==> config.mk <==
export PLATFORM = sky130hd
export DESIGN_NAME = cell_packer
export DESIGN_NICKNAME = d
export VERILOG_FILES = /design/src/rtl/cell_packer_pkg.sv /design/src/rtl/cell_packer_sat_counter.sv /design/src/rtl/cell_packer.sv
export SDC_FILE = /design/constraint.sdc
export NUM_CORES = 1
export LEC_CHECK = 0
export BUFFER_PORTS_ARGS = -buffer_cell sky130_fd_sc_hd__buf_4
export CORE_ASPECT_RATIO = 1.4
export CORE_MARGIN = 2
export CORE_UTILIZATION = 50
export DETAILED_ROUTE_END_ITERATION = 8
export PLACE_DENSITY = 0.81
export SETUP_SLACK_MARGIN = 0.2
export SLEW_MARGIN = 30
export SYNTH_ARGS = -nofsm -noshare
export SYNTH_HDL_FRONTEND = slang
export SYNTH_SLANG_ARGS = --single-unit
export TNS_END_PERCENT = 1
==> constraint.sdc <==
create_clock -name clk -period 4.8 [get_ports clk]
set_input_delay 0.96 -clock clk [delete_from_list [all_inputs] [get_ports clk]]
set_output_delay 0.96 -clock clk [all_outputs]
set_load 0.005 [all_outputs]
==> src/rtl/cell_packer_pkg.sv <==
// cell_packer_pkg
//   Shared definitions for the cell packer: FSM state encoding, frame
//   pointer field layout, word/cell geometry and two small helpers used
//   to build data words and pointer entries.
package cell_packer_pkg;

   typedef enum logic [2:0] {
      ST_IDLE  = 3'd0,
      ST_DATA  = 3'd1,
      ST_TRUNC = 3'd2,
      ST_DROP  = 3'd3,
      ST_PTR   = 3'd4
   } state_t;

   // Frame pointer layout: {4'b0, portmap[3:0], word_count[7:0]}
   localparam int PTR_PORTMAP_LSB = 8;
   localparam int PTR_WCNT_W      = 8;

   localparam int BYTES_PER_WORD  = 16;
   localparam int BYTES_PER_CELL  = 64;
   localparam int WORD_W          = 8 * BYTES_PER_WORD;

   // Build a pointer FIFO entry from the latched portmap and word count.
   function automatic logic [15:0] make_ptr(input logic [3:0] portmap,
                                            input logic [PTR_WCNT_W-1:0] wcnt);
      logic [15:0] p;
      p = 16'h0000;
      p[PTR_PORTMAP_LSB +: 4] = portmap;
      p[PTR_WCNT_W-1:0]       = wcnt;
      return p;
   endfunction

   // Place a byte into lane idx of a word; lane 0 occupies the MSBs, so the
   // shift distance is (15 - idx) * 8, which for a 4-bit idx is {~idx, 3'b000}.
   function automatic logic [WORD_W-1:0] put_lane(input logic [WORD_W-1:0] word,
                                                  input logic [3:0] idx,
                                                  input logic [7:0] data);
      logic [6:0]        sh;
      logic [WORD_W-1:0] mask;
      sh   = {~idx, 3'b000};
      mask = {{(WORD_W-8){1'b0}}, 8'hFF} << sh;
      return (word & ~mask) | ({{(WORD_W-8){1'b0}}, data} << sh);
   endfunction

endpackage

==> src/rtl/cell_packer_sat_counter.sv <==
// cell_packer_sat_counter
//   Registered saturating event counter: increments by one on each cycle
//   with inc high and holds at all-ones.
// Ports:
//   clk   - system clock
//   rstn  - asynchronous active-low reset (count cleared)
//   inc   - count one event this cycle
//   count - current count
module cell_packer_sat_counter #(
   parameter int W = 16
) (
   input  logic         clk,
   input  logic         rstn,
   input  logic         inc,
   output logic [W-1:0] count
);

   logic [W-1:0] count_r;

   // Counter register with saturation at all-ones.
   always_ff @(posedge clk or negedge rstn) begin
      if (!rstn) begin
         count_r <= {W{1'b0}};
      end else if (inc && (count_r != {W{1'b1}})) begin
         count_r <= count_r + W'(1);
      end else begin
         count_r <= count_r;
      end
   end

   assign count = count_r;

endmodule

==> src/rtl/cell_packer.sv <==
// cell_packer
//   Packs a byte-wide, portmap-tagged frame stream into 128-bit words for
//   the switch core's cell data FIFO and emits one 16-bit frame pointer
//   per forwarded frame. Frames with an empty portmap are dropped, frames
//   longer than MAX_WORDS words are truncated (tail bytes swallowed).
// Ports:
//   clk, rstn            - clock, asynchronous active-low reset
//   i_data/i_valid       - frame byte and its valid
//   i_sof/i_eof          - first/last byte markers; i_sof qualifies i_portmap
//   i_portmap            - destination bitmap, sampled with i_sof
//   i_ready              - byte accepted when i_valid && i_ready
//   cell_data_fifo_din/wr- packed word (byte 0 in [127:120]) and write strobe
//   cell_ptr_fifo_din/wr - {4'b0, portmap, word_count} and write strobe
//   cell_bp              - core backpressure
//   o_drop_cnt           - frames dropped for empty portmap (saturating)
//   o_trunc_cnt          - frames truncated at MAX_WORDS (saturating)
module cell_packer
   import cell_packer_pkg::*;
#(
   parameter int MAX_WORDS = 96,
   parameter int CNT_W     = 16
) (
   input  logic               clk,
   input  logic               rstn,
   input  logic [7:0]         i_data,
   input  logic               i_valid,
   input  logic               i_sof,
   input  logic               i_eof,
   input  logic [3:0]         i_portmap,
   output logic               i_ready,
   output logic [127:0]       cell_data_fifo_din,
   output logic               cell_data_fifo_wr,
   output logic [15:0]        cell_ptr_fifo_din,
   output logic               cell_ptr_fifo_wr,
   input  logic               cell_bp,
   output logic [CNT_W-1:0]   o_drop_cnt,
   output logic [CNT_W-1:0]   o_trunc_cnt
);

   localparam logic [7:0] MAX_W = 8'(MAX_WORDS);
   localparam logic [WORD_W-1:0] ZERO_WORD = {WORD_W{1'b0}};

   state_t              state_r, state_nxt;
   logic [3:0]          portmap_r, portmap_nxt;
   logic [3:0]          byte_idx_r, byte_idx_nxt;
   logic [7:0]          word_cnt_r, word_cnt_nxt;
   logic [WORD_W-1:0]   word_r, word_nxt;
   logic [WORD_W-1:0]   data_din_r, data_din_nxt;
   logic                data_wr_r, data_wr_nxt;
   logic [15:0]         ptr_din_r, ptr_din_nxt;
   logic                ptr_wr_r, ptr_wr_nxt;
   logic                ready_r, ready_nxt;
   logic                drop_inc_s, trunc_inc_s;
   logic                accept_s;
   logic [WORD_W-1:0]   lane_word_s;
   logic [WORD_W-1:0]   first_word_s;

   assign accept_s     = i_valid && ready_r;
   assign lane_word_s  = put_lane(word_r, byte_idx_r, i_data);
   assign first_word_s = put_lane(ZERO_WORD, 4'd0, i_data);

   // Next-state, datapath and output-strobe decode for the packer FSM.
   always_comb begin
      state_nxt    = state_r;
      portmap_nxt  = portmap_r;
      byte_idx_nxt = byte_idx_r;
      word_cnt_nxt = word_cnt_r;
      word_nxt     = word_r;
      data_din_nxt = data_din_r;
      data_wr_nxt  = 1'b0;
      ptr_din_nxt  = ptr_din_r;
      ptr_wr_nxt   = 1'b0;
      drop_inc_s   = 1'b0;
      trunc_inc_s  = 1'b0;
      case (state_r)
         ST_IDLE: begin
            if (accept_s && i_sof) begin
               portmap_nxt  = i_portmap;
               byte_idx_nxt = 4'd0;
               word_cnt_nxt = 8'd0;
               word_nxt     = ZERO_WORD;
               if (i_portmap == 4'b0000) begin
                  drop_inc_s = 1'b1;
                  // A single-byte empty-portmap frame is already complete.
                  state_nxt  = i_eof ? ST_IDLE : ST_DROP;
               end else if (i_eof) begin
                  data_din_nxt = first_word_s;
                  data_wr_nxt  = 1'b1;
                  word_cnt_nxt = 8'd1;
                  state_nxt    = ST_PTR;
               end else begin
                  word_nxt     = first_word_s;
                  byte_idx_nxt = 4'd1;
                  state_nxt    = ST_DATA;
               end
            end else begin
               state_nxt = ST_IDLE;
            end
         end
         ST_DATA: begin
            if (accept_s) begin
               if (i_eof || (byte_idx_r == 4'd15)) begin
                  data_din_nxt = lane_word_s;
                  data_wr_nxt  = 1'b1;
                  word_nxt     = ZERO_WORD;
                  byte_idx_nxt = 4'd0;
                  word_cnt_nxt = word_cnt_r + 8'd1;
                  if (i_eof) begin
                     state_nxt = ST_PTR;
                  end else if ((word_cnt_r + 8'd1) == MAX_W) begin
                     trunc_inc_s = 1'b1;
                     state_nxt   = ST_TRUNC;
                  end else begin
                     state_nxt = ST_DATA;
                  end
               end else begin
                  word_nxt     = lane_word_s;
                  byte_idx_nxt = byte_idx_r + 4'd1;
               end
            end else begin
               state_nxt = ST_DATA;
            end
         end
         ST_TRUNC: begin
            if (accept_s && i_eof) begin
               state_nxt = ST_PTR;
            end else begin
               state_nxt = ST_TRUNC;
            end
         end
         ST_DROP: begin
            if (accept_s && i_eof) begin
               state_nxt = ST_IDLE;
            end else begin
               state_nxt = ST_DROP;
            end
         end
         ST_PTR: begin
            if (!cell_bp) begin
               ptr_din_nxt = make_ptr(portmap_r, word_cnt_r);
               ptr_wr_nxt  = 1'b1;
               state_nxt   = ST_IDLE;
            end else begin
               state_nxt = ST_PTR;
            end
         end
         default: begin
            state_nxt = ST_IDLE;
         end
      endcase
   end

   // Ready for the coming cycle, derived from the state being entered.
   always_comb begin
      ready_nxt = 1'b0;
      case (state_nxt)
         ST_IDLE, ST_DATA: ready_nxt = !cell_bp;
         ST_TRUNC, ST_DROP: ready_nxt = 1'b1;
         ST_PTR:           ready_nxt = 1'b0;
         default:          ready_nxt = 1'b0;
      endcase
   end

   // State, datapath and registered output flops.
   always_ff @(posedge clk or negedge rstn) begin
      if (!rstn) begin
         state_r    <= ST_IDLE;
         portmap_r  <= 4'b0000;
         byte_idx_r <= 4'd0;
         word_cnt_r <= 8'd0;
         word_r     <= ZERO_WORD;
         data_din_r <= ZERO_WORD;
         data_wr_r  <= 1'b0;
         ptr_din_r  <= 16'h0000;
         ptr_wr_r   <= 1'b0;
         ready_r    <= 1'b0;
      end else begin
         state_r    <= state_nxt;
         portmap_r  <= portmap_nxt;
         byte_idx_r <= byte_idx_nxt;
         word_cnt_r <= word_cnt_nxt;
         word_r     <= word_nxt;
         data_din_r <= data_din_nxt;
         data_wr_r  <= data_wr_nxt;
         ptr_din_r  <= ptr_din_nxt;
         ptr_wr_r   <= ptr_wr_nxt;
         ready_r    <= ready_nxt;
      end
   end

   cell_packer_sat_counter #(.W(CNT_W)) u_drop_cnt (
      .clk   (clk),
      .rstn  (rstn),
      .inc   (drop_inc_s),
      .count (o_drop_cnt)
   );

   cell_packer_sat_counter #(.W(CNT_W)) u_trunc_cnt (
      .clk   (clk),
      .rstn  (rstn),
      .inc   (trunc_inc_s),
      .count (o_trunc_cnt)
   );

   assign i_ready            = ready_r;
   assign cell_data_fifo_din = data_din_r;
   assign cell_data_fifo_wr  = data_wr_r;
   assign cell_ptr_fifo_din  = ptr_din_r;
   assign cell_ptr_fifo_wr   = ptr_wr_r;

endmodule

==> run summary <==
RUN STATUS
-----------------------------------------------------------------------------------------
Outcome .................................................................... finished clean

CRITICAL PATH
-----------------------------------------------------------------------------------------
Crit path max fanout .......................................................          136
Critical Path Source Type ..................................................    flip-flop
Required arrival time at the worst endpoint ................................      5.24 ns
Category of the worst setup path capture point .............................    flip-flop
Start of the worst register-to-register path ............................... byte_idx_r[0]$_DFFE_PN0P_
Endpoint of the worst setup timing path .................................... cell_data_fifo_din[91]$_DFFE_PN0P_
Reg2reg setup slack ........................................................      1.63 ns
Crit path DAT ..............................................................      3.62 ns
R2R cell count .............................................................            6
Start point of the critical path ........................................... byte_idx_r[0]$_DFFE_PN0P_
Endpoint of the most critical register-to-register path .................... cell_data_fifo_din[91]$_DFFE_PN0P_
Critical Setup Path Class .................................................. flip-flop to flip-flop

LOGIC SYNTHESIS
-----------------------------------------------------------------------------------------
Distinct cells, synth ......................................................           53
Count of flip-flops with a built-in enable after synthesis .................            0
Fraction of the yosys area taken by sequential cells .......................        0.557
Most common flop cell mapped by yosys ......................................      dfrtp_1
Portion of synthesized cell area occupied by the leading cell type .........        0.557
Post-synthesis instance area ...............................................   14500 um^2
Register bit count reported by yosys .......................................          322
Largest area contributor in the synthesized netlist ........................      dfrtp_1
Syn Area/Cell ..............................................................    11.6 um^2
YS warnings ................................................................            0
Proportion of register bits with asynchronous set or reset after synthesis .         1.00
Number of instances in the synthesized netlist .............................         1248
Biggest area contributors in the synthesized netlist ....................... dfrtp_1 56%, mux2_2 9.0%, a22o_1 7.4%

DIE
-----------------------------------------------------------------------------------------
Die H ......................................................................       205 um
Horizontal die dimension ...................................................       148 um
Initial standard-cell utilization of the core ..............................        0.509
Row count ..................................................................           73
I/O pin cnt ................................................................          197
Overall die area ...........................................................   30300 um^2
Placeable Area .............................................................   28400 um^2

TIMING
-----------------------------------------------------------------------------------------
Worst slew margin ..........................................................        0.465
Setup repair after global routing missed its margin ........................        false
Final period util ..........................................................        0.661
Final Hold Vio Count .......................................................            0
Pins Over Slew Limit .......................................................            0
Final setup skew ...........................................................    0.0144 ns
Minimum period implied by the final worst setup slack ......................      3.17 ns
Worst Max-Slew Pin Slew ....................................................     0.803 ns
Sum Neg Setup Slack ........................................................         0 ns
Setup WS post-layout .......................................................      1.63 ns
Final number of setup-violating endpoints ..................................            0
Max frequency ..............................................................    0.315 GHz

CTS
-----------------------------------------------------------------------------------------
TritonCTS clock tree .......................................................         done
Hold-fix buffers, CTS ......................................................            0
Sinks on the clock net .....................................................          322
H-tree lvl count ...........................................................            1
Post-CTS resize count ......................................................            0
Clock latency at the later pin of the worst-skew pair ......................      0.57 ns
Clock-pin slew on the worst setup and hold paths ...........................      0.07 ns
Clock tree root buffer cell ................................................    clkbuf_16
TritonCTS buffer count .....................................................           31
Post-CTS setup repair buffer count .........................................            0
Clock buffer depth .........................................................            3

CELLS AND AREA
-----------------------------------------------------------------------------------------
Synthesis-to-layout area growth ............................................        18.6%
Layout filler cell count ...................................................         2218
Nets@finish ................................................................         1416
Share of layout cells above drive strength 1 ...............................        0.279

GLOBAL ROUTING
-----------------------------------------------------------------------------------------
Global router's overall resource usage .....................................        0.245
First-pass GRT wire length .................................................     59200 um
Via count of the first global-routing pass .................................        10670
Maximum number of pins on one net before global-route repair ...............          137
Antenna violations before repair ...........................................            1
Overall overflow remaining after global route ..............................            0

PLACE
-----------------------------------------------------------------------------------------
Routability congestion estimate ............................................        0.855
Hpwl dp ....................................................................     24300 um
Post-placement worst setup slack ...........................................      1.65 ns
Number of buffer cells added on primary ports ..............................          192

ROUTE
-----------------------------------------------------------------------------------------
Total wire length after detailed routing ...................................     37900 um
Antenna-violating nets left ................................................            0
Average via count per standard cell ........................................         6.10
Drt pass-1 iters ...........................................................            6
WL per Instance ............................................................      21.2 um
Detailed-route DRC error count .............................................            0
Number of vias in the routed layout ........................................        10902
DRC violation total after the first TritonRoute iteration ..................         1212

FLOW RUN
-----------------------------------------------------------------------------------------
Total of max-cap violations ................................................            0

PWR
-----------------------------------------------------------------------------------------
Largest voltage drop on the vdd net ........................................     0.296 mV
P_leak .....................................................................   0.00809 uW
P per Cell Area ............................................................  382 nW/um^2

HOLD PATH
-----------------------------------------------------------------------------------------
Type of the worst min-delay path ........................................... input pin to async pin

[metrics by stage]
stage	cells	power, uW	util	instance area [um^2]	hold WS, ns
global placement	1729	4060	0.566	16100	0.465
finish	1786	6560	0.604	17200	0.353
CTS	1785	6580	0.604	17200	0.367
detailed placement	1730	4100	0.568	16100	0.477
floorplan	1251	3620	-	14500	0.450
global route	1786	6780	0.604	17200	0.405
[state kept, by name, indices dropped and copies added, names as in the netlist]
register	count
byte_idx_r	4
cell_data_fifo_din	128
cell_data_fifo_wr	1
cell_ptr_fifo_din	12
cell_ptr_fifo_wr	1
i_ready	1
portmap_r	4
state_r	3
u_drop_cnt.count	16
u_trunc_cnt.count	16
word_cnt_r	8
word_r	128
[power breakdown]
| part | internal (uW) | leakage [uW] | switching, uW |
|---|---|---|---|
| Combinational | 364 | 0.00314 | 701 |
| Clock | 1430 | 0.000516 | 1060 |
| Sequential | 2860 | 0.00443 | 139 |
| Total | 4660 | 0.00809 | 1900 |
[synth_stat cells, drive strengths merged (4+ instances only)]
master    n
a21oi    19
a22o    122
a22oi   135
a31oi     4
and2     15
and3      6
and4      5
buf      40
clkbuf   67
dfrtp   322
ha       10
inv      13
mux2    140
nand2    52
nand2b    4
nand3    20
nand4    11
nor2    148
nor2b    12
nor3     17
nor4      6
o21ai    16
o221ai    4
xnor2    21
xor2     10
[critical path: stages (launching register included)]
cell and delay [ns]:
dfrtp_1 0.76, ha_1 0.35, a31oi_1 0.19, or3_1 0.58
o21ai_4 0.14, buf_12 0.54, mux2_2 0.41
[routing by layer]
layer | vias to the layer above | GRT usage | wire [um] | part of all wire
met1 | 5497 | 0.324 | 14800 | 0.39
met2 | 498 | 0.406 | 19000 | 0.50
met4 | 0 | 0.0934 | 1180 | 0.031
met3 | 75 | 0.0406 | 2920 | 0.077
met5 | - | 0 | 0 | 0
li1 | 4832 | - | - | -
[cell families (layout without fill, tap and decap cells)]
group	count (synthesis)	in the layout	share of synthesized area
DFF	322	322	0.557
and+or+nand+nor	310	310	0.0995
other	1	5	0.000259
adders and majority gates	10	10	0.00865
muxes	140	140	0.109
AOI/OAI and AO/OA	314	314	0.168
xor gates and xnor gates	31	31	0.0188
buffers and inverters	120	279	0.0389
[layout by cell type, fill, tap and decap left out, drive strengths merged, types with 5 or more instances in the layout]
| cell | n |
|---|---|
| nor2b | 12 |
| nand2 | 52 |
| a22oi | 135 |
| clkbuf | 37 |
| nor3 | 17 |
| inv | 13 |
| and2 | 15 |
| and4 | 5 |
| nor2 | 148 |
| buf | 211 |
| nand4 | 11 |
| o21ai | 16 |
| a22o | 122 |
| and3 | 6 |
| xnor2 | 21 |
| xor2 | 10 |
| nor4 | 6 |
| clkinv | 14 |
| a21oi | 19 |
| dfrtp | 322 |
| nand3 | 20 |
| ha | 10 |
| mux2 | 140 |
[worst min-delay path by stage]
stage,to,slack [ns]
floorplan,word_r[127]$_DFFE_PN0P_,0.45
global placement,word_r[127]$_DFFE_PN0P_,0.47
detailed placement,word_r[127]$_DFFE_PN0P_,0.48
CTS,cell_data_fifo_din[93]$_DFFE_PN0P_,0.37
global route,cell_data_fifo_din[94]$_DFFE_PN0P_,0.40
finish,cell_data_fifo_din[93]$_DFFE_PN0P_,0.35
[cell type report]
class / instances / area, um^2 / share of cell area
flip-flops and latches: 322 / 8060 / 0.470
multi-input cells: 809 / 5900 / 0.344
inverters: 13 / 48.8 / 0.00284
well taps: 375 / 469 / 0.0273
clock inverters: 18 / 213 / 0.0124
repair buffers: 211 / 1650 / 0.0961
clock buffers: 37 / 818 / 0.0477
diodes: 1 / 2.50 / 0.000146
No activity file was read; power rests on OpenSTA's default activity.
